--- src/rtl/nerve_pkg.sv ---
// Shared types and helpers for the nerve-layer systolic MAC array.
// Widths here are the storage defaults used by every PE.
package nerve_pkg;

  localparam int DefBitSize    = 8;
  localparam int DefWeightBits = 2;
  localparam int DefMWBits     = 8;

  typedef logic signed [DefBitSize-1:0]    data_t;
  typedef logic signed [DefWeightBits-1:0] weight_t;

  function automatic data_t sext(input weight_t w);
    return {{(DefBitSize-DefWeightBits){w[DefWeightBits-1]}}, w};
  endfunction

endpackage

--- src/rtl/nerve_systolic_array_pe.sv ---
// One weight-stationary PE: weight register, data forward register
// and a wrapping multiply-accumulate partial-sum register.
module systolic_pe
  import nerve_pkg::*;
(
  input  logic    clk,
  input  logic    res_n,
  input  logic    en_l_b,
  input  weight_t w_i,
  input  data_t   d_i,
  input  data_t   p_i,
  output weight_t w_o,
  output data_t   d_o,
  output data_t   p_o
);

  weight_t w_q;
  data_t   d_q;
  data_t   p_q;
  data_t   p_d;

  logic signed [2*DefBitSize-1:0] prod;

  assign prod = d_i * sext(w_q);
  assign p_d  = data_t'(p_i + prod);

  always_ff @(posedge clk or negedge res_n) begin
    if (!res_n) begin
      w_q <= '0;
      d_q <= '0;
      p_q <= '0;
    end else begin
      if (en_l_b) begin
        w_q <= w_i;
      end
      d_q <= d_i;
      p_q <= p_d;
    end
  end

  assign w_o = w_q;
  assign d_o = d_q;
  assign p_o = p_q;

endmodule

--- src/rtl/nerve_systolic_array.sv ---
// Weight-stationary systolic array for fully-connected layers with
// deskewed column outputs and a valid/start tag line for group ends.
module nerve_systolic_array
  import nerve_pkg::*;
#(
  parameter int BitSize        = DefBitSize,
  parameter int Weight_BitSize = DefWeightBits,
  parameter int M_W_BitSize    = DefMWBits,
  parameter int NumOfInputs    = 2,
  parameter int NumOfNerves    = 3
) (
  input  logic                                clk,
  input  logic                                res_n,
  input  logic                                in_valid,
  input  logic                                in_start,
  input  logic [NumOfInputs*BitSize-1:0]      in_data,
  input  logic [NumOfNerves*M_W_BitSize-1:0]  in_weights,
  input  logic [NumOfNerves*BitSize-1:0]      in_partial_sum,
  input  logic                                en_l_b,
  output logic                                out_valid,
  output logic                                out_done,
  output logic [NumOfNerves-1:0][BitSize-1:0] out_data
);

  localparam int R = NumOfInputs;
  localparam int C = NumOfNerves;
  localparam int D = R + C - 1;

  data_t   dch [R][C+1];
  data_t   pch [R+1][C];
  weight_t wch [R+1][C];

  logic [C-1:0][BitSize-1:0] aligned;

  for (genvar r = 0; r < R; r++) begin : g_din
    assign dch[r][0] = in_data[r*BitSize +: BitSize];
  end

  for (genvar c = 0; c < C; c++) begin : g_top
    assign pch[0][c] = in_partial_sum[c*BitSize +: BitSize];
    assign wch[R][c] = in_weights[c*M_W_BitSize +: Weight_BitSize];
  end

  for (genvar r = 0; r < R; r++) begin : g_row
    for (genvar c = 0; c < C; c++) begin : g_col
      systolic_pe u_pe (
        .clk    (clk),
        .res_n  (res_n),
        .en_l_b (en_l_b),
        .w_i    (wch[r+1][c]),
        .d_i    (dch[r][c]),
        .p_i    (pch[r][c]),
        .w_o    (wch[r][c]),
        .d_o    (dch[r][c+1]),
        .p_o    (pch[r+1][c])
      );
    end
  end

  // Column c finishes c cycles after column 0; delay early columns to match.
  for (genvar c = 0; c < C; c++) begin : g_dsk
    localparam int N = C - 1 - c;
    if (N == 0) begin : g_pass
      assign aligned[c] = pch[R][c];
    end else begin : g_reg
      data_t sk_q [N];
      always_ff @(posedge clk or negedge res_n) begin
        if (!res_n) begin
          for (int k = 0; k < N; k++) begin
            sk_q[k] <= '0;
          end
        end else begin
          sk_q[0] <= pch[R][c];
          for (int k = 1; k < N; k++) begin
            sk_q[k] <= sk_q[k-1];
          end
        end
      end
      assign aligned[c] = sk_q[N-1];
    end
  end

  logic [D-1:0] tv_q;
  logic [D-1:0] ts_q;
  logic [D:0]   tv_d;
  logic [D:0]   ts_d;

  assign tv_d = {tv_q, in_valid};
  assign ts_d = {ts_q, in_start & in_valid};

  logic                      out_valid_q;
  logic                      out_done_q;
  logic [C-1:0][BitSize-1:0] out_data_q;
  logic                      out_valid_d;
  logic                      out_done_d;
  logic [C-1:0][BitSize-1:0] out_data_d;

  always_comb begin
    out_valid_d = tv_d[D];
    out_done_d  = tv_d[D] & (~tv_d[D-1] | ts_d[D-1]);
    out_data_d  = '0;
    if (tv_d[D]) begin
      out_data_d = aligned;
    end
  end

  always_ff @(posedge clk or negedge res_n) begin
    if (!res_n) begin
      tv_q        <= '0;
      ts_q        <= '0;
      out_valid_q <= 1'b0;
      out_done_q  <= 1'b0;
      out_data_q  <= '0;
    end else begin
      tv_q        <= tv_d[D-1:0];
      ts_q        <= ts_d[D-1:0];
      out_valid_q <= out_valid_d;
      out_done_q  <= out_done_d;
      out_data_q  <= out_data_d;
    end
  end

  assign out_valid = out_valid_q;
  assign out_done  = out_done_q;
  assign out_data  = out_data_q;

  logic [R-1:0] unused_d;
  logic [C-1:0] unused_w;
  logic         unused_s;

  for (genvar r = 0; r < R; r++) begin : g_ud
    assign unused_d[r] = ^dch[r][C];
  end

  for (genvar c = 0; c < C; c++) begin : g_uw
    assign unused_w[c] = ^{wch[0][c],
      in_weights[c*M_W_BitSize+Weight_BitSize +: M_W_BitSize-Weight_BitSize]};
  end

  assign unused_s = ts_d[D];

endmodule

--- config.mk ---
export PLATFORM = sky130hd
export DESIGN_NAME = nerve_systolic_array
export DESIGN_NICKNAME = d
export VERILOG_FILES = /design/src/rtl/nerve_pkg.sv /design/src/rtl/nerve_systolic_array_pe.sv /design/src/rtl/nerve_systolic_array.sv
export SDC_FILE = /design/constraint.sdc
export NUM_CORES = 1
export LEC_CHECK = 0
export ABC_AREA = 1
export BUFFER_PORTS_ARGS = -buffer_cell sky130_fd_sc_hd__buf_2
export CAP_MARGIN = 30
export CELL_PAD_IN_SITES_DETAIL_PLACEMENT = 0
export CELL_PAD_IN_SITES_GLOBAL_PLACEMENT = 2
export CORE_ASPECT_RATIO = 0.5
export CORE_MARGIN = 1.5
export CORE_UTILIZATION = 39
export CTS_CLUSTER_DIAMETER = 40
export DETAILED_ROUTE_END_ITERATION = 16
export GPL_ROUTABILITY_DRIVEN = 0
export MAX_ROUTING_LAYER = met4
export PLACE_DENSITY = 0.84
export SYNTH_ARGS = -nofsm -noshare
export SYNTH_HDL_FRONTEND = slang
export SYNTH_SLANG_ARGS = --single-unit
--- constraint.sdc ---
create_clock -name clk -period 3.5 [get_ports clk]
set_input_delay 0.7 -clock clk [delete_from_list [all_inputs] [get_ports clk]]
set_output_delay 0.7 -clock clk [all_outputs]
set_load 0.1 [all_outputs]
### After elaboration in Yosys (flattened, before gate mapping)

Index checks and enable logic that the tools add are counted.

* $add $sub $neg: 6
* multiply operators: 6
* mux-type cells: 1
* bitwise operators: 4

Operators by type and width (count)
* $add 8x8->8: 6
* $mul 8x2->8: 6
* $mux 24: 1
* $and 1x1->1: 2
* $not 1->1: 1
* $or 1x1->1: 1

* flip-flop bits (word level): 149
* input port bits: 69
* output and inout port bits: 26
* logic and storage cells: 43

### Logic depth before layout (Yosys ltp)

* depth in word-level cells: 3
* mapped depth: 14
* mapped depth without buffers: 13

### Hierarchy

Synthesis repeated with hierarchy kept, for this count alone.

* cells, all modules: 980
* area total of the unflattened synthesis: 8953.6 um^2

By module, submodules not included
* systolic_pe at g_row[0].g_col[0].u_pe ...: times used 3, cells each 149, area an instance 1233.7 um^2, sequential area each 450.4 um^2
* systolic_pe at g_row[1].g_col[0].u_pe ...: times used 3, cells each 140, area an instance 1197.4 um^2, sequential area each 450.4 um^2
* nerve_systolic_array: times used 1, cells each 113, area an instance 1660.3 um^2, sequential area each 1426.4 um^2

### Least setup slack after synthesis

No wires, ideal clock.

* path type: input-to-reg
* from: in in_data[12]
* to: reg g_row[1].g_col[0].u_pe.p_q[7]
* arrival: 2292 ps
* path slack: 1092 ps
* stages on the path: 12
* buffers on the path: 0
* path through: or2_2 fa_1 inv_1 ha_1 nand2_1 inv_1 nand2_1 nand2_1 inv_1 nand2_1 nand2_1 nand2_1

* longest elaborated chain between the ends: 2

Ends and longest elaborated chain
* from (decl): RTL line nerve_systolic_array.sv:16 `input logic [NumOfInputs*BitSize-1:0] in_data,`
* $mul 8x2->8: RTL line nerve_systolic_array_pe.sv:24 `assign prod = d_i * sext(w_q);`
* $add 8x8->8: RTL line nerve_systolic_array_pe.sv:25 `assign p_d = data_t'(p_i + prod);`
* via g_row[1].g_col[0].u_pe.p_d[7]: RTL line nerve_systolic_array_pe.sv:20 `data_t p_d;`
* to (signal assigned): RTL line nerve_systolic_array_pe.sv:37 `p_q <= p_d;`
* to (decl): RTL line nerve_systolic_array_pe.sv:19 `data_t p_q;`

The timed path passes the listed nets, and every way through them passes these cells.
A chain may end at the register's enable or synchronous reset.

### Final worst setup path

* from: reg g_row[0].g_col[0].u_pe.w_q[1]
* to: reg g_row[0].g_col[0].u_pe.p_q[7]

* longest elaborated chain between the ends: 2

Ends and longest elaborated chain
* from (decl): RTL line nerve_systolic_array_pe.sv:17 `weight_t w_q;`
* from (signal assigned): RTL line nerve_systolic_array_pe.sv:34 `w_q <= w_i;`
* $mul 8x2->8: RTL line nerve_systolic_array_pe.sv:24
* $add 8x8->8: RTL line nerve_systolic_array_pe.sv:25
* via g_row[0].g_col[0].u_pe.p_d[7]: RTL line nerve_systolic_array_pe.sv:20
* to (signal assigned): RTL line nerve_systolic_array_pe.sv:37
* to (decl): RTL line nerve_systolic_array_pe.sv:19

The timed path passes the listed nets, and every way through them passes these cells.

==> metrics.md <==
| Metric | Value |
|---|---|
| Outcome | `finished, final reports clean` |
| Post-detailed-placement half-perimeter wirelength | `12,800 um` |
| Flop pwr share | `0.341` |
| Post-layout min period | `2.72 ns` |
| RSZ-0062 raised after global routing | `no` |
| Worst-Skew Late Latency | `0.42 ns` |
| Mapped cell area | `8480 um2` |
| Final period util | `0.776` |
| P_sw | `3020 uW` |
| Register-to-Register Path Depth | `11` |
| Initial antenna violation count | `0` |
| Final Skew | `0.0142 ns` |
| CTS Hold Bufs | `0` |
| Grt ovf | `0` |
| Pre-CTS setup slack | `0.831 ns` |
| CP Capture Type | `flip-flop` |
| Crit-path max cell delay | `0.60 ns` |
| Setup ws final | `0.782 ns` |
| Commonest non-fill, non-tap cell in the layout | `nand2_1` |
| Synth-to-Final Area Change | `15.4%` |
| CTS sink count | `149` |
| Post-cts sizing count | `0` |
| Max-slew headroom at the worst pin | `0.521` |
| Die width | `212 um` |
| Reg2reg start | `g_row[0].g_col[0].u_pe.w_o[1]$_DFFE_PN0P_` |
| CP startpoint kind | `flip-flop` |
| Tightest Pin Transition | `0.718 ns` |
| Cell area after layout | `9790 um2` |
| Crit path top cell by count | `nand2_1` |
| Post-synthesis sequential area ratio | `0.440` |
| Initial cell density of the core | `0.405` |
| Yosys warns | `0` |
| Nets@finish | `1,219` |
| Max cap viols | `0` |
| Final core occ | `0.468` |
| Vias per cell | `4.21` |
| Maximum fanout along the worst path | `9` |
| Yosys cell types | `23` |
| #FFs+latches synth | `149` |
| Root buffer cell | `clkbuf_16` |
| Dpl cell area | `9180 um2` |
| ANT nets after route | `0` |
| Leak Pwr | `0.00573 uW` |
| CTS H-tree depth | `4` |
| Final setup viols | `0` |
| Routed length on met1 | `8740 um` |
| Total Wirelength | `15,800 um` |
| Overall routing resource usage | `0.157` |
| Logic pwr share | `0.409` |
| Placed insts | `1,327` |
| Max Clock Freq | `368 MHz` |
| CTS tree | `built` |
| Die boundary height | `107 um` |
| Hold Vio Cnt, Final | `0` |
| Num rows | `37` |
| Pwr Density | `730 nW/um2` |
| Worst endpoint required time | `3.80 ns` |
| # fillers | `2,109` |
| DR pass1 iterations | `6` |
| Die ar. | `22,700 um2` |
| # Post-CTS Setup Buffers | `0` |
| Vias in the first global route | `5,546` |
| First-pass GRT wire length | `26,900 um` |
| Arr. time, crit path | `3.02 ns` |
| Commonest non-fill, non-tap cells in the layout | `nand2_1, inv_1, dfrtp_1, buf_2, ha_1` |
| Hold/Removal Path Class | `in2async` |
| Net Sw Frac | `0.422` |
| Non-filler cells, final | `1,359` |
| Reg-to-Reg End | `g_row[0].g_col[0].u_pe.p_o[7]$_DFF_PN0_` |
| Syn_area_per_cell | `8.78 um2` |
| Io pins | `95` |
| Final Max Slew Viols | `0` |
| Mapped Cells | `966` |
| Pint | `4130 uW` |
| Initial DRC Count | `293` |
| WS Path Type | `reg2reg` |
| Routed via count | `5,725` |
| Syn_nets | `1,131` |
| Routed wl met2 | `6470 um` |
| Largest net degree at the start of global routing | `74` |
| PortBufs | `76` |
| Crit-path cells | `inv_1 -> or2_2 -> fa_1 -> inv_1 -> ha_1 -> nand2_1 -> nand3_2 -> nand2_1 -> nand2_1 -> nand2_1 -> nand2_1` |
| Peak VDD IR | `380 uV` |
| Clock Power Share | `0.250` |
| CP max stage cell | `dfrtp_1` |
| Top Metal Used | `met4` |
| Met3 wire len | `483 um` |
| Core Box Area | `20,900 um2` |
| WL per Instance | `11.6 um` |
| Fraction of layout cells with a size suffix above 1 | `0.157` |
| N_diodes | `0` |
| DRC errors left | `0` |
| Total negative slack | `0 ns` |
| Clock buffer depth | `2` |
| Total CTS buffers | `17` |
| Clk slew on worst S/H paths | `0.07 ns` |
| Reg2Reg Setup Slack | `0.78 ns` |
-- Yosys cell counts --
master,n,share of area
ha_1,54,0.080
buf_4,1,0.00089
nand2_4,1,0.0013
nand3_2,6,0.0071
xor2_1,21,0.022
inv_1,237,0.10
o21ai_1,6,0.0035
a21boi_0,1,0.00089
a31oi_1,6,0.0044
inv_2,2,0.00089
buf_2,5,0.0029
a21oi_1,21,0.012
nand3_1,45,0.027
o21ai_0,9,0.0053
nand2_2,10,0.0074
xnor2_1,9,0.0093
dfrtp_1,149,0.44
nor2_1,15,0.0066
fa_1,42,0.099
nand2_1,266,0.12
buf_6,6,0.0080
nand4_1,18,0.013
or2_2,36,0.027
-- through the flow --
step                hold slack (ns)  total power, uW
global placement              0.333             5380
detailed placement            0.335             5430
floorplan                     0.331             4750
global route                  0.223             7780
finish                        0.209             7140
CTS                           0.204             7250
-- cell type report --
class	count	area (um2)	share of cell area
clock buffers	17	425	0.0435
clock inverters	15	179	0.0183
inverters	239	897	0.0917
multi-input cells	566	3760	0.384
flip-flops and latches	149	3730	0.381
well taps	292	365	0.0373
repair buffers	81	437	0.0446
-- metal layers --
metal,vias up,track usage
li1,3037,-
met1,2615,0.230
met2,67,0.219
met3,6,0.0335
met4,0,0.0444
met5,-,-
-- cell families (layout without fill, tap and decap cells) --
kind of cell             count (synthesis)  count (layout)  share of synthesized area
AND/OR/NAND/NOR                        397             397                      0.207
buffers and inverters                  251             352                      0.118
adder cells (fa/ha/maj)                 96              96                      0.179
AO/OA/AOI/OAI                           43              43                     0.0266
XOR/XNOR                                30              30                     0.0310
flip-flops                             149             149                      0.440
-- critical path, delay by kind of cell (launching register included) --
kind / cells / cell delay (ns)
buf+inv: 2 / 0.27
simple gates: 7 / 0.84
flops: 1 / 0.60
fa+ha+maj: 2 / 0.87
-- worst max-delay path by stage --
stage / start / end / slack [ns] / cells after the start
3_5_place_dp: in_data[1] / g_row[0].g_col[0].u_pe.p_o[7]$_DFF_PN0_ / 0.83 / 11
2_1_floorplan: in_data[12] / g_row[1].g_col[0].u_pe.p_o[7]$_DFF_PN0_ / 1.09 / 12
5_1_grt: g_row[0].g_col[0].u_pe.w_o[1]$_DFFE_PN0P_ / g_row[0].g_col[0].u_pe.p_o[7]$_DFF_PN0_ / 0.60 / 12
6_report: g_row[0].g_col[0].u_pe.w_o[1]$_DFFE_PN0P_ / g_row[0].g_col[0].u_pe.p_o[7]$_DFF_PN0_ / 0.78 / 11
4_1_cts: g_row[0].g_col[0].u_pe.w_o[1]$_DFFE_PN0P_ / g_row[0].g_col[0].u_pe.p_o[7]$_DFF_PN0_ / 0.81 / 11
3_3_place_gp: in_data[1] / g_row[0].g_col[0].u_pe.p_o[7]$_DFF_PN0_ / 0.84 / 11
-- power by group through the flow --
stage	Sequential, uW	Combinational, uW	Clock (uW)
floorplan	2990	1760	0
global placement	2460	2910	0
detailed placement	2480	2950	0
CTS	2450	2960	1840
global route	2500	3350	1940
finish	2440	2920	1780
-- registers in the layout (all words and copies together), names as in the netlist --
register / count
g_dsk.g_reg.sk_q: 16
g_row.g_col.u_pe.p_o: 48
out_data: 24
out_done: 1
tv_q: 4
out_valid: 1
g_row.g_col.u_pe.w_o: 12
aligned: 8
g_row.g_col.u_pe.d_o: 32
ts_q: 3
(Power assumes the default switching activity.)
